`src/rtl/fir_param_pkg.sv`:
```
// rtl/fir_param_pkg.sv - FIR engine state encoding and width helpers
`timescale 1ns/1ps
package fir_param_pkg;

    typedef enum logic [2:0] {
        IDLE,
        LOAD,
        SHIFT,
        MAC,
        OUT
    } state_t;

    // Index width that stays at least one bit for tiny counts.
    function automatic int idx_width(input int n);
        return (n <= 2) ? 1 : $clog2(n);
    endfunction

    function automatic int acc_width(input int data_w, input int num_taps);
        return 2 * data_w + $clog2(num_taps);
    endfunction

endpackage

```
`src/rtl/sync_rise_high.sv`:
```
// rtl/sync_rise_high.sv - 2-flop synchroniser with rising-edge detect, async active-high reset
`timescale 1ns/1ps
module sync_rise_high (
    input  logic clk,
    input  logic rst,
    input  logic async_in,
    output logic rise
);

    logic meta_q;
    logic sync_q;
    logic prev_q;

    always_ff @(posedge clk or posedge rst) begin
        if (rst) begin
            meta_q <= 1'b0;
            sync_q <= 1'b0;
            prev_q <= 1'b0;
        end else begin
            meta_q <= async_in;
            sync_q <= meta_q;
            prev_q <= sync_q;
        end
    end

    assign rise = sync_q & ~prev_q;

endmodule

```
`src/rtl/fir_filter_param.sv`:
```
// rtl/fir_filter_param.sv - parametrised one-tap-per-cycle FIR engine returning |y|
// Optional macro FIR_SAT_EN: saturate the magnitude instead of wrapping it.
`timescale 1ns/1ps
module fir_filter_param
    import fir_param_pkg::*;
#(
    parameter int DATA_W     = 16,
    parameter int NUM_TAPS   = 4,
    parameter int FRAC_BITS  = 15,
    parameter int SAMPLE_CNT = 1000
) (
    input  logic              clk,
    input  logic              rst,
    input  logic [DATA_W-1:0] sample_data,
    input  logic [DATA_W-1:0] fir_coefficient,
    input  logic              load_coeff,
    input  logic              data_ready,
    output logic              one_k_samples,
    output logic              modwait,
    output logic [DATA_W-1:0] fir_out,
    output logic              err
);

    localparam int ACC_W = acc_width(DATA_W, NUM_TAPS);
    localparam int TAP_W = idx_width(NUM_TAPS);
    localparam int CNT_W = idx_width(SAMPLE_CNT);

    state_t state, state_next;

    logic lc_rise, dr_rise;
    logic lc_pend, dr_pend;
    logic coeff_valid, err_seen;

    logic signed [DATA_W-1:0]   coeff  [NUM_TAPS];
    logic signed [DATA_W-1:0]   x_line [NUM_TAPS];
    logic        [TAP_W-1:0]    cidx, tap;
    logic signed [ACC_W-1:0]    acc, acc_shr;
    logic signed [2*DATA_W-1:0] prod;
    logic        [CNT_W-1:0]    sample_cnt;
    logic        [DATA_W-1:0]   fir_next;

    logic take_lc, take_dr, accept, reject, dr_drop, err_raise;

    sync_rise_high u_sync_lc (
        .clk      (clk),
        .rst      (rst),
        .async_in (load_coeff),
        .rise     (lc_rise)
    );

    sync_rise_high u_sync_dr (
        .clk      (clk),
        .rst      (rst),
        .async_in (data_ready),
        .rise     (dr_rise)
    );

    // Coefficient loads win over samples; a refused sample still consumes its edge.
    assign take_lc   = (state == IDLE) && (lc_rise || lc_pend);
    assign take_dr   = (state == IDLE) && !take_lc && (dr_rise || dr_pend);
    assign accept    = take_dr && coeff_valid;
    assign reject    = take_dr && !coeff_valid;
    assign dr_drop   = dr_rise && dr_pend && !take_dr;
    assign err_raise = dr_drop || reject;

    always_ff @(posedge clk or posedge rst) begin
        if (rst) begin
            state <= IDLE;
        end else begin
            state <= state_next;
        end
    end

    always_comb begin
        state_next = state;
        case (state)
            IDLE: begin
                if (take_lc) begin
                    state_next = LOAD;
                end else if (accept) begin
                    state_next = SHIFT;
                end
            end
            LOAD:  state_next = IDLE;
            SHIFT: state_next = MAC;
            MAC: begin
                if (tap == TAP_W'(NUM_TAPS - 1)) begin
                    state_next = OUT;
                end
            end
            OUT:     state_next = IDLE;
            default: state_next = IDLE;
        endcase
    end

    assign prod    = x_line[tap] * coeff[tap];
    assign acc_shr = acc >>> FRAC_BITS;

`ifdef FIR_SAT_EN
    logic [ACC_W-1:0] mag;
    always_comb begin
        mag      = acc_shr[ACC_W-1] ? $unsigned(-acc_shr) : $unsigned(acc_shr);
        fir_next = (|mag[ACC_W-1:DATA_W]) ? {DATA_W{1'b1}} : mag[DATA_W-1:0];
    end
`else
    always_comb begin
        fir_next = DATA_W'(acc_shr[ACC_W-1] ? -acc_shr : acc_shr);
    end
`endif

    always_ff @(posedge clk or posedge rst) begin
        if (rst) begin
            lc_pend  <= 1'b0;
            dr_pend  <= 1'b0;
            err      <= 1'b0;
            err_seen <= 1'b0;
            modwait  <= 1'b0;
        end else begin
            lc_pend  <= take_lc ? (lc_pend & lc_rise) : (lc_pend | lc_rise);
            dr_pend  <= take_dr ? (dr_pend & dr_rise) : (dr_pend | dr_rise);
            err_seen <= accept ? 1'b0 : (err_seen | err_raise);
            modwait  <= (state_next != IDLE);
            if (err_raise) begin
                err <= 1'b1;
            end else if (state == OUT && !err_seen) begin
                err <= 1'b0;
            end
        end
    end

    always_ff @(posedge clk or posedge rst) begin
        if (rst) begin
            for (int i = 0; i < NUM_TAPS; i++) begin
                coeff[i]  <= '0;
                x_line[i] <= '0;
            end
            cidx          <= '0;
            tap           <= '0;
            acc           <= '0;
            sample_cnt    <= '0;
            coeff_valid   <= 1'b0;
            fir_out       <= '0;
            one_k_samples <= 1'b0;
        end else begin
            one_k_samples <= 1'b0;
            case (state)
                LOAD: begin
                    coeff[cidx] <= fir_coefficient;
                    sample_cnt  <= '0;
                    if (cidx == TAP_W'(NUM_TAPS - 1)) begin
                        cidx        <= '0;
                        coeff_valid <= 1'b1;
                    end else begin
                        cidx <= cidx + 1'b1;
                    end
                end
                SHIFT: begin
                    for (int i = NUM_TAPS - 1; i > 0; i--) begin
                        x_line[i] <= x_line[i-1];
                    end
                    x_line[0] <= sample_data;
                    acc       <= '0;
                    tap       <= '0;
                end
                MAC: begin
                    acc <= acc + {{(ACC_W - 2*DATA_W){prod[2*DATA_W-1]}}, prod};
                    tap <= tap + 1'b1;
                end
                OUT: begin
                    fir_out <= fir_next;
                    if (sample_cnt == CNT_W'(SAMPLE_CNT - 1)) begin
                        sample_cnt    <= '0;
                        one_k_samples <= 1'b1;
                    end else begin
                        sample_cnt <= sample_cnt + 1'b1;
                    end
                end
                default: ;
            endcase
        end
    end

endmodule

```
`config.mk`:
```
export PLATFORM = sky130hd
export DESIGN_NAME = fir_filter_param
export DESIGN_NICKNAME = d
export VERILOG_FILES = /design/src/rtl/fir_param_pkg.sv /design/src/rtl/sync_rise_high.sv /design/src/rtl/fir_filter_param.sv
export SDC_FILE = /design/constraint.sdc
export NUM_CORES = 1
export LEC_CHECK = 0
export CAP_MARGIN = 20
export CORE_UTILIZATION = 56
export DETAILED_ROUTE_END_ITERATION = 7
export PLACE_DENSITY = 0.83
export SYNTH_ARGS = -nofsm -noshare
export SYNTH_HDL_FRONTEND = slang
export SYNTH_HIERARCHICAL = 1
export SYNTH_SLANG_ARGS = --single-unit
export TNS_END_PERCENT = 50
```
`constraint.sdc`:
```
create_clock -name clk -period 11.2 [get_ports clk]
set_clock_uncertainty 0.2 [all_clocks]
set_input_delay 1.12 -clock clk [delete_from_list [all_inputs] [get_ports clk]]
set_output_delay 1.12 -clock clk [all_outputs]
set_load 0.02 [all_outputs]
```
# Yosys cells after proc, flatten, opt, wreduce, memory -nomap -nowiden
# Cells that the tools add are included.
# totals
word_cells,102
register_bits,208
in_bits,36
output_inout_bits,19
# op_classes
mux,26
magnitude_cmp,3
n_bitwise,11
n_eq_ne,7
n_reduce_logical,22
mul,1
add_sub_neg,5
# ops
op,count
16-bit 2-to-1 mux,6
34-bit case mux with 2 select lines,1
16-bit binary-select mux with 2-bit select,2
64-bit bitwise mux,1
34-bit adder,1
16-bit demux with 2-bit select,1
16-bit by 16-bit multiplier with 32-bit output,1
10-bit case mux with 2 select lines,1
16-bit negation,1
"10-bit by 1-bit adder with 10-bit output, second input constant",1
"10-bit equality test, second input constant",1
10-bit 2-to-1 mux,1
1-bit logical AND,9
3-bit 2-to-1 mux,3
3-bit case mux with 3 select lines,1
1-bit 2-to-1 mux,7
"3-bit by 2-bit equality test with 1-bit output, second input constant",2
"3-bit greater-or-equal comparator, second input constant",2
2-bit inverter with 3-bit output,2
2-bit nonzero test,3
"2-bit by 1-bit adder with 2-bit output, second input constant",2
1-bit AND,4
"2-bit equality test, second input constant",2
1-bit logical NOT,4
11 further kinds,16

# Depth between registers and ports, before layout
# Gate-level depths: netlist of the first run.
# logic_depth
depth_word,12
depth_mapped,40

# Hierarchy
# The synthesis of the first run kept the hierarchy.
# modules_own_cells
module,n_inst,cells_per_inst,area_per_inst_um2
fir_filter_param,1,1993,20234.4
sync_rise_high,2,5,92.6

# Worst setup path before layout of the first run
# OpenSTA, ideal clock, no wires.
# synth_path
path_kind,reg-to-reg
start,reg tap[1]
end,reg acc[33]
synth_period_minus_slack_ns,9.476
slack_ns,1.724
stages_incl_launch_ff,38
setup_time_ns,0.066
t_arrival_ns,9.210
n_path_buf,4
path_cell_list,dfrtp_1 clkbuf_1 clkbuf_1 buf_2 mux2i_1 nand2_1 o21ai_1 clkbuf_1 nor2_1 fa_1 inv_1 fa_1 fa_1 inv_1 ha_1 fa_1 inv_1 fa_1 (+2 left out) or3_1 a311o_1 a311oi_2 o31ai_2 o31a_1 o21ai_1 nand2b_1 a21oi_1 xnor2_1 ha_1 and3_1 nand2_1 or4_1 o21ba_1 o2111ai_2 nand4_1 mux2_4 nand3_2
# synth_via
elab_chain_len,7
# synth_lines
element,line_no,text
start: declaration,fir_filter_param.sv:36,"logic [TAP_W-1:0] cidx, tap;"
start signal: assignment,fir_filter_param.sv:167,tap <= tap + 1'b1;
2-bit inverter with 3-bit output (not written as such) *,fir_filter_param.sv:96,assign prod = x_line[tap] * coeff[tap];
16-bit binary-select mux with 2-bit select,fir_filter_param.sv:96,
16-bit 2-to-1 mux (not written as such) (2 in series),fir_filter_param.sv:96,
16-bit by 16-bit multiplier with 32-bit output *,fir_filter_param.sv:96,
34-bit adder *,fir_filter_param.sv:166,"acc <= acc + {{(ACC_W - 2*DATA_W){prod[2*DATA_W-1]}}, prod};"
34-bit case mux with 2 select lines *,fir_filter_param.sv:146,case (state)
end signal: assignment,fir_filter_param.sv:166,
end: declaration,fir_filter_param.sv:37,"logic signed [ACC_W-1:0] acc, acc_shr;"
# Mark *: on every way between the ends. The rest lies on a longest branch, timed or not. The select of a mux whose other input is x is not followed.
# A chain may end at the register's enable or synchronous reset.

# Worst setup path after layout of the first run
# layout_path
start,reg tap[1]
end,reg acc[32]
# Same word-level chain as after synthesis.

==> results of run 1 <==
## per-layer routing
| metal | GRT usage (%) | up-vias | wire [um] |
|---|---|---|---|
| met4 | 11.7 | 0 | 2040 |
| met3 | 3.11 | 158 | 2190 |
| li1 | - | 6471 | - |
| met1 | 30.5 | 7300 | 17000 |
| met2 | 43.3 | 447 | 22300 |
| met5 | 0 | - | 0 |
## layout make-up
type	count	area share, %
multi-input cells	1386	61.8
flip-flops and latches	208	23.5
inverters	336	5.73
well taps	461	2.61
clock buffers	33	3.00
repair buffers	63	2.80
clock inverters	8	0.503
## per-stage QoR
step	util, %	cell area, um2	hold slack [ns]
finish	61.9	22100	0.150
global placement	59.7	21300	0.133
floorplan	-	20400	0.131
CTS	61.9	22100	0.151
detailed placement	59.7	21300	0.147
global route	61.9	22100	0.158
## registers in the layout, summed over array words and instances (netlist names)
name,count
x_line,64
cidx,2
u_sync_lc/prev_q,1
sample_cnt,10
dr_pend,1
u_sync_dr/prev_q,1
coeff,64
tap,2
coeff_valid,1
u_sync_dr/meta_q,1
acc,34
modwait,1
u_sync_lc/meta_q,1
one_k_samples,1
fir_out,16
lc_pend,1
u_sync_lc/sync_q,1
state,3
u_sync_dr/sync_q,1
err,1
err_seen,1
## synthesized netlist by cell type (3+ instances only)
cell type,number
sky130_fd_sc_hd__a21boi_0,4
sky130_fd_sc_hd__or3_1,9
sky130_fd_sc_hd__nor3_1,19
sky130_fd_sc_hd__xnor2_1,40
sky130_fd_sc_hd__mux2i_1,6
sky130_fd_sc_hd__a21o_1,26
sky130_fd_sc_hd__a211oi_1,5
sky130_fd_sc_hd__a211o_1,6
sky130_fd_sc_hd__o21ai_0,84
sky130_fd_sc_hd__o21bai_1,8
sky130_fd_sc_hd__o41ai_1,4
sky130_fd_sc_hd__nor2_1,98
sky130_fd_sc_hd__mux4_2,28
sky130_fd_sc_hd__dfrtp_1,208
sky130_fd_sc_hd__nand2_1,225
sky130_fd_sc_hd__buf_1,3
sky130_fd_sc_hd__o21a_1,12
sky130_fd_sc_hd__buf_2,7
sky130_fd_sc_hd__inv_1,335
sky130_fd_sc_hd__fa_1,263
sky130_fd_sc_hd__mux2_2,132
sky130_fd_sc_hd__nand3_1,21
sky130_fd_sc_hd__o211ai_1,8
sky130_fd_sc_hd__xor2_1,30
sky130_fd_sc_hd__a31oi_1,4
sky130_fd_sc_hd__ha_1,123
sky130_fd_sc_hd__o31ai_1,8
sky130_fd_sc_hd__a21oi_1,44
sky130_fd_sc_hd__nor2b_1,20
sky130_fd_sc_hd__and2_1,78
sky130_fd_sc_hd__nand4_1,3
sky130_fd_sc_hd__clkbuf_1,63
sky130_fd_sc_hd__nand2b_1,15
sky130_fd_sc_hd__o21ai_1,6
sky130_fd_sc_hd__and3_1,9
sky130_fd_sc_hd__or4_1,4
## logic make-up after synthesis
family / after synthesis / synth area share (%)
simple gates: 514 / 11.7
buf+inv: 409 / 7.56
fa+ha+maj: 387 / 33.4
compound gates: 248 / 8.11
flops: 208 / 25.5
mux: 167 / 10.7
xor+xnor: 70 / 3.00
## worst max-delay path: cells and delay by family, from the launching register on
kind,cells,cell delay (ns)
adder cells (fa/ha/maj),8,3.73
AO/OA/AOI/OAI,10,2.63
flip-flops,1,1.02
AND/OR/NAND/NOR,6,1.01
multiplexers,1,0.79
buffers and inverters,4,0.20
XOR/XNOR,1,0.08
## worst max path at each step
stage                         end  slack, ns  depth (start not counted)
after floorplan           acc[33]       1.72                         37
after global placement    acc[33]       1.71                         31
after detailed placement  acc[28]       1.50                         30
after CTS                 acc[28]       1.46                         30
after global routing      acc[28]       0.87                         31
final                     acc[32]       1.41                         30
==> impl_table.tex, run 1 <==
\begin{tabular}{lr}
\hline
Metric & Value \\
\hline
\multicolumn{2}{l}{\textbf{CTS}} \\
Register clock-pin slew on the reported worst setup and hold paths & 0.06 ns \\
H-Tree Level Count & 1 \\
Number of sinks driven by the clock tree & 208 \\
CTS tree & yes \\
Worst skew pair latency & 0.54 ns \\
Clock buffers created by TritonCTS & 24 \\
Cts-stage hold buffer count & 0 \\
Total setup buffers inserted after CTS & 0 \\
Post\_cts resized & 0 \\
Clock Root Buffer & sky130\_fd\_sc\_hd\_\_clkbuf\_16 \\
CTS Buffer Depth & 3 \\
\multicolumn{2}{l}{\textbf{Critical path}} \\
Max Fanout on Critical Path & 38 \\
Data required time at the worst endpoint & 11.44 ns \\
Worst R2R End & acc[32] \\
Cell with the biggest individual delay on the critical path & sky130\_fd\_sc\_hd\_\_dfrtp\_2 \\
Cell seen most often among critical-path stages & sky130\_fd\_sc\_hd\_\_fa\_1 \\
Kind of launch point of the worst setup path & register \\
Slack of the worst reg-to-reg path & 1.41 ns \\
Crit path DAT & 10.03 ns \\
Category of the worst setup path capture point & register \\
Worst reg2reg startpoint & tap[1] \\
Crit path from & tap[1] \\
Largest stage delay on the critical path & 1.02 ns \\
Worst r2r path cells & 30 \\
Type of the setup path with the least slack & register to register \\
\multicolumn{2}{l}{\textbf{Timing}} \\
Tcrit/Tclk final & 87.4\% \\
PnR worst setup slack & 1.41 ns \\
Total negative setup slack & 0 ns \\
RSZ-0062 raised after global routing & no \\
Count of pins over their slew limit & 0 \\
Clock period minus worst slack & 9.79 ns \\
Slew Limit Headroom & 27.8\% \\
Peak Freq & 0.102 GHz \\
Transition time at the pin with the least slew margin & 1.08 ns \\
Number of hold-slack violations in the final timing report & 0 \\
Final number of setup-violating endpoints & 0 \\
\multicolumn{2}{l}{\textbf{Logic synthesis}} \\
Area leader, netlist & sky130\_fd\_sc\_hd\_\_fa\_1 \\
Synth Cell Area & 0.0204 mm2 \\
Primary flip-flop cell chosen by synthesis mapping & sky130\_fd\_sc\_hd\_\_dfrtp\_1 \\
Top cells by area, synth & sky130\_fd\_sc\_hd\_\_fa\_1, sky130\_fd\_sc\_hd\_\_dfrtp\_1, sky130\_fd\_sc\_hd\_\_ha\_1 \\
Post-synth EDFFs & 0 \\
Sequential element share of the synthesized area & 25.5\% \\
Net Count, Synth & 2425 \\
Per-instance average area after synthesis & 10.2 um2 \\
Warnings from Yosys & 6 \\
Share of flip-flops with an asynchronous set or reset after synthesis & 100\% \\
Post-synthesis register bit count & 208 \\
Area share of the largest cell type after synthesis & 25.8\% \\
Cell count after synthesis & 2003 \\
Count of different cell masters after synthesis & 74 \\
\multicolumn{2}{l}{\textbf{Place}} \\
Total placed cells including tap cells & 2453 \\
Pre-CTS setup slack & 1.50 ns \\
Number of port buffers & 54 \\
Global placer's final weighted congestion & 0.914 \\
Half-perimeter wire length of the detailed placement result & 33400 um \\
\multicolumn{2}{l}{\textbf{Detailed routing}} \\
Initial detailed-routing violation count & 837 \\
Number of vias per cell after detailed routing & 5.76 \\
First-pass iteration count of the detailed router & 5 \\
Aggregate routed wire length & 43500 um \\
Number of remaining DRC errors & 0 \\
Number of vias in the routed layout & 14400 \\
Number of routed nets with antenna violations & 0 \\
Per-cell routed wire length & 17.4 um \\
\multicolumn{2}{l}{\textbf{GRT}} \\
Global Route Usage Sum & 24.7\% \\
Global-route congestion overflow total & 0 \\
Number of global-route vias before repair & 15200 \\
Antenna violations before repair & 0 \\
First-pass GRT wire length & 73100 um \\
Largest net degree at the start of global routing & 120 \\
\multicolumn{2}{l}{\textbf{Die}} \\
I/O pins & 55 \\
Area of the core & 0.0357 mm2 \\
Total die area & 0.0372 mm2 \\
Starting density of the core & 57.1\% \\
Die boundary height & 193 um \\
Die outline width & 193 um \\
Standard-cell rows & 69 \\
\multicolumn{2}{l}{\textbf{Min path}} \\
Hold path startpoint & u\_sync\_lc/meta\_q \\
Endpoint of the worst hold path & u\_sync\_lc/sync\_q \\
Worst min path class & register to register \\
Worst hold path cell count & 0 \\
\multicolumn{2}{l}{\textbf{Cells and area}} \\
Count of nets after finishing & 2441 \\
Area occupied by registers & 0.00521 mm2 \\
Share of post-route cells with drive strength above 1 & 11.2\% \\
Final antenna diode count & 0 \\
Commonest non-fill, non-tap cell in the layout & sky130\_fd\_sc\_hd\_\_inv\_1 \\
Non-filler cells, final & 2495 \\
Layout Area Growth over Synthesis & 8.38\% \\
Most used cells in the layout excluding fill and tap cells & sky130\_fd\_sc\_hd\_\_inv\_1, sky130\_fd\_sc\_hd\_\_fa\_1, sky130\_fd\_sc\_hd\_\_nand2\_1 \\
Footprint of the multi-input gates & 0.0137 mm2 \\
Filler instances & 2819 \\
\multicolumn{2}{l}{\textbf{Status}} \\
Outcome & complete, no violations \\
\multicolumn{2}{l}{\textbf{Flow run}} \\
Max Cap Viol & 0 \\
\hline
\end{tabular}
Power of run 1 is left out: the tool's default activity adds up to more than one toggle a clock period on the data nets, which glitch-free logic cannot reach.
==> run 2, diff against run 1 <==
==> constraint.sdc (replaced) <==
create_clock -name clk -period 11.2 [get_ports clk]
set_clock_uncertainty 0.2 [all_clocks]
set_input_delay 2.24 -clock clk [delete_from_list [all_inputs] [get_ports clk]]
set_output_delay 2.24 -clock clk [all_outputs]
set_load 0.02 [all_outputs]
==> results of run 2 <==
The final DEF is identical to that of run 1. Status: complete, no violations.
Power of run 2 is left out for the same reason.
